===== src/rtl/kbd_host_ctrl.sv =====
// -----------------------------------------------------------------------------
// kbd_host_ctrl
//
// PS/2 keyboard host controller. It sits between the byte-level PS/2
// receive/transmit engines and the CPU peripheral bus. The block:
//   - buffers received scan codes in a first-word-fall-through FIFO,
//   - tracks Caps/Num/Scroll lock state from make codes,
//   - runs the LED update handshake with the keyboard: 0xED, then the LED
//     byte. Each byte waits for an ACK (0xFA), is resent on 0xFE up to
//     MAX_RETRY times, and is abandoned on timeout.
//
// Parameters:
//   FIFO_DEPTH   scan-code FIFO entries (power of 2, 2..256)
//   ACK_TIMEOUT  cycles to wait for a keyboard ACK after a byte is sent
//   MAX_RETRY    resends allowed per command byte before giving up
//
// Ports:
//   clk, rst     system clock, synchronous active-high reset
//   rx_data      byte from the PS/2 receive engine
//   rx_rdy       one-cycle pulse, rx_data valid
//   tx_sent      one-cycle pulse, transmit engine finished the byte
//   rx_en        receive engine enable
//   tx_en        transmit engine enable
//   tx_data      byte to transmit
//   tx_start     one-cycle pulse requesting transmission of tx_data
//   rd_ack       host pops the FIFO head
//   clr_err      clears the overflow and cmd_err sticky flags
//   data_out     FIFO head (0x00 when empty)
//   rda_out      FIFO non-empty
//   fifo_count   FIFO occupancy
//   overflow     sticky, a byte was dropped on a full FIFO
//   cmd_err      sticky, an LED command was abandoned
//   leds         {caps, num, scroll} lock state
//   busy         LED command sequence in progress
// -----------------------------------------------------------------------------
module kbd_host_ctrl #(
    parameter int FIFO_DEPTH  = 16,
    parameter int ACK_TIMEOUT = 500000,
    parameter int MAX_RETRY   = 3
) (
    input  logic                          clk,
    input  logic                          rst,
    input  logic [7:0]                    rx_data,
    input  logic                          rx_rdy,
    input  logic                          tx_sent,
    output logic                          rx_en,
    output logic                          tx_en,
    output logic [7:0]                    tx_data,
    output logic                          tx_start,
    input  logic                          rd_ack,
    input  logic                          clr_err,
    output logic [7:0]                    data_out,
    output logic                          rda_out,
    output logic [$clog2(FIFO_DEPTH):0]   fifo_count,
    output logic                          overflow,
    output logic                          cmd_err,
    output logic [2:0]                    leds,
    output logic                          busy
);

    localparam int AW = $clog2(FIFO_DEPTH);
    localparam int CW = AW + 1;
    localparam int TW = $clog2(ACK_TIMEOUT + 1);
    localparam int RW = $clog2(MAX_RETRY + 2);

    localparam logic [2:0] ST_RECEIVE   = 3'd0;
    localparam logic [2:0] ST_SEND_CMD  = 3'd1;
    localparam logic [2:0] ST_WAIT_ACK1 = 3'd2;
    localparam logic [2:0] ST_SEND_VAL  = 3'd3;
    localparam logic [2:0] ST_WAIT_ACK2 = 3'd4;

    localparam logic [7:0] BYTE_ACK    = 8'hFA;
    localparam logic [7:0] BYTE_RESEND = 8'hFE;
    localparam logic [7:0] BYTE_SETLED = 8'hED;
    localparam logic [7:0] BYTE_BREAK  = 8'hF0;
    localparam logic [7:0] BYTE_EXT0   = 8'hE0;
    localparam logic [7:0] BYTE_EXT1   = 8'hE1;
    localparam logic [7:0] KEY_CAPS    = 8'h58;
    localparam logic [7:0] KEY_NUM     = 8'h77;
    localparam logic [7:0] KEY_SCROLL  = 8'h7E;

    logic [2:0]    state;
    logic          tx_first;
    logic [RW-1:0] retry;
    logic [TW-1:0] tcnt;
    logic [7:0]    led_byte;
    logic          led_req;
    logic [7:0]    prev_byte;
    logic [2:0]    e1_left;

    logic [7:0]    mem [FIFO_DEPTH];
    logic [AW-1:0] wr_ptr;
    logic [AW-1:0] rd_ptr;
    logic [CW-1:0] count;

    logic in_wait;
    logic is_ack;
    logic is_resend;
    logic scan_valid;
    logic fifo_full;
    logic fifo_empty;
    logic do_pop;
    logic do_push;
    logic drop;
    logic suppress;
    logic after_prefix;
    logic tgl_caps;
    logic tgl_num;
    logic tgl_scroll;
    logic any_toggle;
    logic start_seq;
    logic timeout;
    logic exhaust;
    logic fsm_err;

    // ACK/resend bytes are swallowed only while waiting for an answer;
    // everything else the keyboard sends is treated as a scan code.
    always_comb begin
        in_wait    = (state == ST_WAIT_ACK1) || (state == ST_WAIT_ACK2);
        is_ack     = rx_rdy && in_wait && (rx_data == BYTE_ACK);
        is_resend  = rx_rdy && in_wait && (rx_data == BYTE_RESEND);
        scan_valid = rx_rdy && !is_ack && !is_resend;

        fifo_full  = (count == CW'(FIFO_DEPTH));
        fifo_empty = (count == '0);
        do_pop     = rd_ack && !fifo_empty;
        // A pop in the same cycle frees the slot, so a full FIFO still accepts.
        do_push    = scan_valid && (!fifo_full || do_pop);
        drop       = scan_valid && fifo_full && !do_pop;
    end

    // Lock keys toggle only as plain make codes: not after a break/extended
    // prefix, and not inside the 7-byte tail of a Pause (0xE1) sequence.
    always_comb begin
        suppress     = (e1_left != 3'd0);
        after_prefix = (prev_byte == BYTE_BREAK) || (prev_byte == BYTE_EXT0);
        tgl_caps     = scan_valid && !suppress && !after_prefix && (rx_data == KEY_CAPS);
        tgl_num      = scan_valid && !suppress && !after_prefix && (rx_data == KEY_NUM);
        tgl_scroll   = scan_valid && !suppress && !after_prefix && (rx_data == KEY_SCROLL);
        any_toggle   = tgl_caps || tgl_num || tgl_scroll;
    end

    // Abandon conditions for the LED command. An arriving ACK/resend takes
    // priority over a timeout landing in the same cycle.
    always_comb begin
        start_seq = (state == ST_RECEIVE) && led_req;
        timeout   = in_wait && !is_ack && !is_resend && (tcnt == TW'(ACK_TIMEOUT - 1));
        exhaust   = is_resend && (retry >= RW'(MAX_RETRY));
        fsm_err   = timeout || exhaust;
    end

    // Engine enables and status are pure decodes of the state. tx_first is
    // only ever high in the first cycle of a SEND state, so it is the
    // tx_start pulse directly.
    always_comb begin
        tx_en    = (state == ST_SEND_CMD) || (state == ST_SEND_VAL);
        rx_en    = !tx_en;
        busy     = (state != ST_RECEIVE);
        tx_start = tx_first;
    end

    // LED command sequencer. tx_data is loaded on entry to each SEND state
    // so the byte is stable while tx_start is high.
    always_ff @(posedge clk) begin
        if (rst) begin
            state    <= ST_RECEIVE;
            tx_first <= 1'b0;
            retry    <= '0;
            tcnt     <= '0;
            led_byte <= 8'h00;
            tx_data  <= 8'hFF;
        end else begin
            tx_first <= 1'b0;
            case (state)
                ST_RECEIVE: begin
                    if (led_req) begin
                        led_byte <= {5'b00000, leds};
                        retry    <= '0;
                        tx_data  <= BYTE_SETLED;
                        tx_first <= 1'b1;
                        state    <= ST_SEND_CMD;
                    end
                end
                ST_SEND_CMD: begin
                    if (tx_sent) begin
                        tcnt  <= '0;
                        state <= ST_WAIT_ACK1;
                    end
                end
                ST_WAIT_ACK1: begin
                    if (is_ack) begin
                        retry    <= '0;
                        tx_data  <= led_byte;
                        tx_first <= 1'b1;
                        state    <= ST_SEND_VAL;
                    end else if (is_resend) begin
                        if (exhaust) begin
                            state <= ST_RECEIVE;
                        end else begin
                            retry    <= retry + RW'(1);
                            tx_data  <= BYTE_SETLED;
                            tx_first <= 1'b1;
                            state    <= ST_SEND_CMD;
                        end
                    end else if (timeout) begin
                        state <= ST_RECEIVE;
                    end else begin
                        tcnt <= tcnt + TW'(1);
                    end
                end
                ST_SEND_VAL: begin
                    if (tx_sent) begin
                        tcnt  <= '0;
                        state <= ST_WAIT_ACK2;
                    end
                end
                ST_WAIT_ACK2: begin
                    if (is_ack) begin
                        state <= ST_RECEIVE;
                    end else if (is_resend) begin
                        if (exhaust) begin
                            state <= ST_RECEIVE;
                        end else begin
                            retry    <= retry + RW'(1);
                            tx_data  <= led_byte;
                            tx_first <= 1'b1;
                            state    <= ST_SEND_VAL;
                        end
                    end else if (timeout) begin
                        state <= ST_RECEIVE;
                    end else begin
                        tcnt <= tcnt + TW'(1);
                    end
                end
                default: begin
                    state <= ST_RECEIVE;
                end
            endcase
        end
    end

    // Lock state and the LED request. A toggle during a running sequence
    // keeps led_req set so a fresh sequence follows once back in RECEIVE;
    // a toggle in the same cycle as a sequence start wins over the clear.
    always_ff @(posedge clk) begin
        if (rst) begin
            leds      <= 3'b000;
            led_req   <= 1'b0;
            prev_byte <= 8'h00;
            e1_left   <= 3'd0;
        end else begin
            leds    <= leds ^ {tgl_caps, tgl_num, tgl_scroll};
            led_req <= any_toggle || (led_req && !start_seq);
            if (scan_valid) begin
                prev_byte <= rx_data;
                // An E1 inside the suppression window only counts down; it
                // does not restart the window.
                if (e1_left != 3'd0) begin
                    e1_left <= e1_left - 3'd1;
                end else if (rx_data == BYTE_EXT1) begin
                    e1_left <= 3'd7;
                end
            end
        end
    end

    // Scan-code FIFO storage and pointers; pointers wrap naturally because
    // the depth is a power of two.
    always_ff @(posedge clk) begin
        if (rst) begin
            wr_ptr <= '0;
            rd_ptr <= '0;
            count  <= '0;
            for (int i = 0; i < FIFO_DEPTH; i++) begin
                mem[i] <= 8'h00;
            end
        end else begin
            if (do_push) begin
                mem[wr_ptr] <= rx_data;
                wr_ptr      <= wr_ptr + AW'(1);
            end
            if (do_pop) begin
                rd_ptr <= rd_ptr + AW'(1);
            end
            case ({do_push, do_pop})
                2'b10:   count <= count + CW'(1);
                2'b01:   count <= count - CW'(1);
                default: count <= count;
            endcase
        end
    end

    // Sticky error flags; a new event in the clearing cycle wins.
    always_ff @(posedge clk) begin
        if (rst) begin
            overflow <= 1'b0;
            cmd_err  <= 1'b0;
        end else begin
            overflow <= drop || (overflow && !clr_err);
            cmd_err  <= fsm_err || (cmd_err && !clr_err);
        end
    end

    always_comb begin
        data_out   = fifo_empty ? 8'h00 : mem[rd_ptr];
        rda_out    = !fifo_empty;
        fifo_count = count;
    end

endmodule


===== config.mk =====
export PLATFORM = sky130hd
export DESIGN_NAME = kbd_host_ctrl
export DESIGN_NICKNAME = d
export VERILOG_FILES = /design/src/rtl/kbd_host_ctrl.sv
export SDC_FILE = /design/constraint.sdc
export NUM_CORES = 1
export LEC_CHECK = 0
export ABC_AREA = 1
export BUFFER_PORTS_ARGS = -buffer_cell sky130_fd_sc_hd__buf_4
export CAP_MARGIN = 5
export CORE_UTILIZATION = 52
export DETAILED_ROUTE_END_ITERATION = 6
export PLACE_DENSITY = 0.75
export SETUP_SLACK_MARGIN = 0.02
export SLEW_MARGIN = 15
export SYNTH_ARGS = -nofsm -noshare
export SYNTH_HDL_FRONTEND = slang
export SYNTH_SLANG_ARGS = --single-unit

===== constraint.sdc =====
create_clock -name clk -period 7 [get_ports clk]
set_input_delay 1.4 -clock clk [delete_from_list [all_inputs] [get_ports clk]]
set_output_delay 1.4 -clock clk [all_outputs]
set_load 0.05 [all_outputs]

# Word-level counts from Yosys, hierarchy flattened
# Memories as Yosys holds them, arrays and structs flattened. A register that Yosys moved wholly into a read port is not among the register bits.
# Cells that the tools add are included.
[word_totals]
register_bits = 67
ram_bits = 128
elab_cells = 162
memories = 1
[op_classes]
addsub = 7
order_cmp = 1
n_eq_ne = 28
muxes = 50
bitwise_logic = 1
reduce_logical = 59
[mem_list]
columns = ["memory", "words", "width", "read_ports", "rd_clocked_by_memory_dff", "wr", "line", "rtl"]
rows = [
  ["mem", 16, 8, 1, 1, 16, "91", "logic [7:0] mem [FIFO_DEPTH];"],
]
[op_table]
columns = ["op", "count"]
rows = [
  ["two-way mux 19 bit", 4],
  ["two-way mux 8 bit", 9],
  ["two-way mux 3 bit", 15],
  ["== test 8 bit (second input constant)", 5],
  ["one-hot mux 19 bit (2 select lines)", 1],
  ["== test 8 x 7 -> 1 bit (second input constant)", 3],
  ["one-hot mux 8 bit (3 select lines)", 1],
  ["logical AND 1 bit", 22],
  ["adder 19 x 1 -> 19 bit (second input constant)", 1],
  ["== test 19 bit (second input constant)", 1],
  ["inequality test 2 bit (second input constant)", 9],
  ["one-hot mux 3 bit (5 select lines)", 1],
  ["two-way mux 1 bit", 12],
  ["two-way mux 4 bit", 3],
  ["logical NOT 1 bit", 10],
  ["logical OR 1 bit", 10],
  ["one-hot mux 5 bit (2 select lines)", 1],
  ["one-hot mux 3 bit (3 select lines)", 1],
  ["nonzero test 3 bit", 3],
  ["adder 4 x 1 -> 4 bit (second input constant)", 2],
  ["OR reduction 8 bit", 1],
  ["AND reduction 7 bit", 1],
  ["== test 3 x 2 -> 1 bit (second input constant)", 2],
  ["inequality test 3 bit (second input constant)", 2],
  ["other kinds (21)", 26],
]

# Logic depth before layout (Yosys ltp)
# Gate-level depths: netlist of the first run.
[logic_depth]
ltp_word = 13
mapped_depth = 18
ltp_nobuf = 18

# Least setup slack after synthesis of the first run
# Ideal clock, no wire load.
[synth_path]
path_type = "register -> output"
startpoint = "reg count[1] (netlist: fifo_count[1])"
endpoint = "out data_out[0]"
arrival_ps = 2330
t_required_ps = 5600
path_slack_ps = 3270
stages_incl_launch_ff = 7
n_path_buf = 0
path_cell_list = "dfxtp_1 > inv_1 > nand3_1 > inv_1 > nand2_1 > inv_1 > a21oi_1"
[synth_via]
elab_chain_cells = 2
[synth_rtl]
columns = ["element", "line", "rtl"]
rows = [
  ["from (decl)", "94", "logic [CW-1:0] count;"],
  ["from (signal assigned)", "286", "2'b10: count <= count + CW'(1);"],
  ["from (signal assigned)", "287", "2'b01: count <= count - CW'(1);"],
  ["from (signal assigned)", "288", "default: count <= count;"],
  ["logical NOT 5 bit", "125", "fifo_empty = (count == '0);"],
  ["two-way mux 8 bit", "305", "data_out = fifo_empty ? 8'h00 : mem[rd_ptr];"],
  ["to (decl)", "52", "output logic [7:0] data_out,"],
]
# Every way passes these cells.

==> results of run 1 <==
==> report_power, final <==
part           leakage, uW  internal (uW)  switching (uW)
Clock             0.000257            457             439
Sequential         0.00187           1280            32.8
Combinational      0.00194            221             604
Total              0.00406           1960            1080
==> routing by layer <==
| layer | wire length, um | global-route usage, % | up-vias |
|---|---|---|---|
| met1 | 9690 | 33.8 | 3475 |
| met2 | 10700 | 40.8 | 332 |
| li1 | - | - | 3580 |
| met3 | 1510 | 4.11 | 45 |
| met5 | 0 | 0 | - |
| met4 | 502 | 9.01 | 0 |
==> area by class of cell <==
class / count / area (um2)
clock buffers: 17 / 425
fillers: 1442 / 7080
repair buffers: 48 / 360
inverters: 79 / 302
clock inverters: 15 / 109
well taps: 225 / 282
flip-flops and latches: 195 / 5190
multi-input cells: 721 / 3740
==> worst max-delay path, delay by kind of cell, from the launching register on <==
family,cells,cell delay [ns]
buf+inv,4,1.71
simple gates,2,0.18
compound gates,4,0.64
flops,1,0.31
==> flip-flops by register name, indices dropped and copies added, names as in the netlist, 4 cells and up, named ones only <==
name,count
rd_ptr,4
tx_data,5
fifo_count,5
mem,128
wr_ptr,4
tcnt,19
prev_byte,7
==> cell usage after synthesis, drive strengths merged <==
library cell / n / share of area [%]
a211o: 1 / 0.093
nor2: 271 / 12
inv: 70 / 2.8
xor2: 15 / 1.4
o211ai: 1 / 0.080
a21oi: 49 / 2.6
nor3: 17 / 0.96
clkbuf: 37 / 1.5
dfxtp: 67 / 14
nand3: 58 / 4.4
a31oi: 3 / 0.20
clkinv: 9 / 0.41
and2: 1 / 0.066
fa: 1 / 0.21
nor4: 1 / 0.066
o21ai: 93 / 4.9
nor3b: 2 / 0.16
a211oi: 2 / 0.16
ha: 12 / 1.6
nand4: 15 / 1.1
or2: 2 / 0.13
o21bai: 1 / 0.080
nand3b: 3 / 0.24
o221ai: 24 / 2.2
buf: 12 / 0.72
o22ai: 8 / 0.53
xnor2: 3 / 0.28
edfxtp: 128 / 41
nand2: 138 / 6.4
==> per-stage QoR <==
step	hold slack, ns	power, uW	util [%]	cells	setup WS (ns)
floorplan	0.422	1910	-	1044	3.27
global placement	0.437	2150	56.5	1268	2.78
detailed placement	0.436	2160	56.5	1268	2.82
CTS	0.450	3030	59.5	1300	2.33
global route	0.481	3160	59.5	1300	2.07
finish	0.453	3040	59.5	1300	2.28
==> logic make-up (layout without fill, tap and decap cells) <==
logic type,after synthesis,after routing,share of synthesized area (%)
flip-flops,195,195,55.0
AND/OR/NAND/NOR,508,508,25.2
buffers and inverters,128,159,5.39
adder cells (fa/ha/maj),13,13,1.80
AO/OA/AOI/OAI,182,182,10.9
XOR/XNOR,18,18,1.67
==> how the worst max path moves through the flow <==
stage	from	endpoint	slack [ns]
CTS	flop	data_out[2]	2.33
global placement	flop	data_out[2]	2.78
global route	flop	data_out[2]	2.07
finish	flop	data_out[0]	2.28
detailed placement	flop	data_out[2]	2.82
floorplan	fifo_count[1]	data_out[0]	3.27
==> results.tsv, run 1 <==
stage	metric	value	unit
synthesis	syn_inst	1044	
floorplan	io-pin-count	45	
grt	grt_pass1_vias	6838	
sta	tightest_slew	0.865	ns
grt	grt_usage	25.1	%
cts	cts_buffers	17	
sta	rsz0062_at_grt	false	
cts	cts_resized	0	
drt	vias	7432	
sta	fin_crit_sh	67.4	%
synthesis	synth-seq-cells	195	
cts	clock_latency	0.44	ns
sta	hold_viol	0	
synthesis	syn_area	9430	um2
critical_path	reg2regPathDepth	17	
critical_path	path_cells	buf_4 -> clkinv_1 -> buf_4 -> o21ai_0 -> o22ai_1 -> nor2_1 -> nor2_1 -> o21ai_0 -> a21oi_1 -> buf_4	
floorplan	die_x	137	um
sta	timing.final.crit_period	4.72	ns
final_layout	antenna_cells	0	
placement	portBuffers	44	
cts	postCtsHoldBufs	0	
grt	antenna_found_initial	0	
pwr	peakVddDrop	279	uV
sta	fmax	212	MHz
floorplan	die_h	137	um
critical_path	worstSetupPathType	flop to output pin	
flow_run	maxCapViolCount	0	
cts	cts-root-buf	clkbuf_16	
worst_hold_path	hp-class	flop to flop	
cts	path_clk_slew	0.07	ns
cts	cts_tree	yes	
critical_path	reg2reg_from	state[1]	
sta	finClkSkew	0.00951	ns
cts	cts_setup_buffers	0	
drt	antenna_left	0	
worst_hold_path	holdPathStages	2	
critical_path	rr_endpoint	fifo_count[4]	
pwr	p_leak	0.00406	uW
drt	first_pass_iters	5	
sta	max_slew_margin	42.3	%
worst_hold_path	holdPathEnd	retry[2]	
drt	wl_per_cell	17.2	um
placement	gp_congestion	0.869	
drt	viasPerCell	5.72	
drt	wl	22400	um
final_layout	layout_common_cells	nor2_1 (249), edfxtp_1 (128), nand2_1 (125), o21ai_0 (91), dfxtp_1 (66)	
final_layout	synthToLayoutAreaGrowth	10.3	%
pwr	power.density	292	nW/um2
critical_path	max_stage_delay	0.56	ns
floorplan	core_area	17500	um2
cts	clockBufferDepth	2	
synthesis	synth_nets	1071	
sta	setup_viol	0	
grt	grt_overflow	0	
final_layout	layout_commonest_cell	nor2_1	
critical_path	ff2ff_setup_slack	4.27	ns
grt	grt_pass1_wl	35100	um
placement	hpwl	15100	um
drt	route.detailed.drc	0	
synthesis	synth_warnings	0	
critical_path	crit_path_end_kind	output pin	
critical_path	start_kind	flop	
drt	drt_iter0_drc	705	
synthesis	yosysUniqueCellTypes	44	
floorplan	die_area	18700	um2
critical_path	crit_required	5.60	ns
final_layout	fin_area	10400	um2
placement	placed_area	9870	um2
worst_hold_path	min-delay-start	retry[2]	
cts	h-tree-depth	4	
grt	grt_max_degree	66	
floorplan	fp-row-count	48	
critical_path	cpMostUsedCell	buf_4	
sta	fin_setup_tns	0	ns
synthesis	postSynthAreaPerCell	9.03	um2
critical_path	cp_slowest_cell	clkinv_1	
final_layout	num-nets-final	1089	
cts	cts.sinks	195	
critical_path	crit_arrival	3.32	ns
sta	maxSlewViolCount	0	
outcome	status	complete, no violations	
floorplan	start_util	54.0	%
final_layout	drive_gt1_share	12.7	%
synthesis	ys_seq_area_share	55.0	%
critical_path	critPathMaxFanout	65	
Power figures use the tool's default switching activity.
==> run 2, diff against run 1 <==
--- a/config.mk
+++ b/config.mk
@@ -10,7 +10,7 @@
 export CAP_MARGIN = 5
 export CORE_UTILIZATION = 52
 export DETAILED_ROUTE_END_ITERATION = 6
-export PLACE_DENSITY = 0.75
+export PLACE_DENSITY = 0.78
 export SETUP_SLACK_MARGIN = 0.02
 export SLEW_MARGIN = 15
 export SYNTH_ARGS = -nofsm -noshare
==> constraint.sdc (replaced) <==
create_clock -name clk -period 4.3 [get_ports clk]
set_input_delay 0.86 -clock clk [delete_from_list [all_inputs] [get_ports clk]]
set_output_delay 0.86 -clock clk [all_outputs]
set_load 0.05 [all_outputs]
==> run 2 against run 1 <==
- sequential share of layout area fell by 0.38 points
- via count fell by 0.86%
- register-to-register slack got worse by 2.7 ns
- cell count rose by 0.38%
- critical path type unchanged
- utilization rose by 0.45 points
- clock skew barely moved
- largest power group unchanged
- first-iteration DRC count fell by 3.8%
- hold slack improved by 0.0036 ns
- non-clock buffer count rose by 5
- sequential cell count did not move
- count of clock-buffer cells in the layout did not move
- global-route usage rose by 0.22 points
- critical endpoint is now data_out[5]
==> results.tsv, run 2 (synthesis results as in run 1) <==
stage	metric	value	unit
placement	dp_worst_setup_slack	0.950	ns
final_layout	largest-register	mem	
sta	fin_ws	0.681	ns
placement	hpwl	14900	um
critical_path	ff2ff_setup_slack	1.53	ns
critical_path	crit_path_end_kind	output pin	
critical_path	crit_required	3.44	ns
pwr	p_total	5030	uW
pwr	peakVddDrop	345	uV
cts	cts_buffers	17	
worst_hold_path	holdPathEnd	e1_left[1]	
cts	cts_tree	yes	
drt	wl	22200	um
critical_path	crit_arrival	2.76	ns
sta	tightest_slew	0.886	ns
critical_path	reg2reg_from	fifo_count[0]	
cts	postCtsHoldBufs	0	
sta	setup_viol	0	
worst_hold_path	min-delay-start	e1_left[1]	
drt	wl_per_cell	17.0	um
critical_path	start_kind	flop	
sta	timing.hold.ws	0.456	ns
final_layout	reg.largest.list	mem: 128 flops, tcnt: 19 flops, prev_byte: 7 flops	
sta	fmax	276	MHz
drt	viasPerCell	5.65	
sta	finClkSkew	0.00952	ns
grt	grt_usage	25.3	%
placement	dp_cells	1273	
final_layout	antenna_cells	0	
floorplan	die_h	137	um
final_layout	drive_gt1_share	13.1	%
floorplan	fp-row-count	48	
sta	max_slew_margin	40.7	%
final_layout	nFillCells	1444	
sta	maxSlewViolCount	0	
drt	drt_iter0_drc	678	
grt	grt_max_degree	65	
outcome	status	complete, no violations	
floorplan	io-pin-count	45	
final_layout	layoutNonFillerInstCount	1305	
drt	first_pass_iters	5	
final_layout	synthToLayoutAreaGrowth	11.1	%
grt	grt_pass1_wl	35700	um
floorplan	start_util	54.0	%
sta	timing.final.crit_period	3.62	ns
cts	cts_setup_buffers	0	
drt	route.detailed.drc	0	
floorplan	die_x	137	um
cts	cts.sinks	195	
grt	grt_overflow	0	
cts	cts_resized	0	
cts	path_clk_slew	0.07	ns
sta	rsz0062_at_grt	false	
critical_path	critPathMaxFanout	33	
grt	grt_pass1_vias	6981	
drt	vias	7368	
final_layout	layout_common_cells	nor2_1 (249), edfxtp_1 (128), nand2_1 (125), o21ai_0 (91), dfxtp_1 (66)	
grt	antenna_found_initial	0	
final_layout	seqCellArea	5190	um2
drt	antenna_left	0	
flow_run	maxCapViolCount	0	
worst_hold_path	hp-class	flop to flop	
critical_path	reg2regPathDepth	12	
final_layout	largest_reg_flops	128	
final_layout	layout_commonest_cell	nor2_1	
sta	fin_crit_sh	84.2	%
critical_path	rr_endpoint	mem[10][2]	
worst_hold_path	holdPathStages	2	
sta	hold_viol	0	
final_layout	num-nets-final	1094	
cts	clock_latency	0.44	ns
final_layout	multiInputGateArea	3740	um2
floorplan	core_area	17500	um2
pwr	power.density	480	nW/um2
cts	cts-root-buf	clkbuf_16	
critical_path	worstSetupPathType	flop to output pin	
sta	fin_setup_tns	0	ns
pwr	p_leak	0.00410	uW
placement	portBuffers	44	
cts	h-tree-depth	4	
floorplan	die_area	18700	um2
placement	gp_congestion	0.884	
cts	clockBufferDepth	2	
==> run 2: metal layers <==
layer / wire length, um / global-route usage (%) / part of all wire, % / vias up
li1: - / - / - / 3588
met1: 9250 / 33.3 / 42 / 3462
met2: 10900 / 41.7 / 49 / 281
met3: 1630 / 4.56 / 7.3 / 37
met4: 414 / 9.07 / 1.9 / 0
met5: 0 / 0 / 0 / -
==> run 2: layout make-up <==
cell class	count	share of cell area [%]
flip-flops and latches	195	49.5
multi-input cells	721	35.7
clock buffers	17	4.06
repair buffers	53	3.80
inverters	79	2.88
well taps	225	2.69
clock inverters	15	1.43
==> run 2: stage by stage <==
stage          cell area (um2)  util (%)
2_1_floorplan             9430         -
3_3_place_gp              9900      56.7
3_5_place_dp              9900      56.7
4_1_cts                  10500      60.0
5_1_grt                  10500      60.0
6_report                 10500      60.0
==> run 2: critical path: stages, from the launching register on <==
cell and delay [ns]:
dfxtp_2 0.33, clkinv_1 0.61, buf_4 0.51, o21ai_0 0.20
o221ai_1 0.21, nand3_1 0.19, a21oi_1 0.08, buf_4 0.20
==> run 2: worst max path at each step <==
stage | to | cells past startpoint | slack [ns]
after global routing | data_out[3] | 7 | 0.53
after floorplan | data_out[0] | 6 | 1.11
final | data_out[5] | 7 | 0.68
after CTS | data_out[5] | 7 | 0.69
after detailed placement | fifo_count[4] | 18 | 0.95
after global placement | fifo_count[4] | 18 | 1.06
==> run 2: where the power goes <==
group | internal, uW | switching, uW | total (uW)
Clock | 814 | 729 | 1540
Combinational | 369 | 973 | 1340
Sequential | 2090 | 56.0 | 2150
Total | 3270 | 1760 | 5030
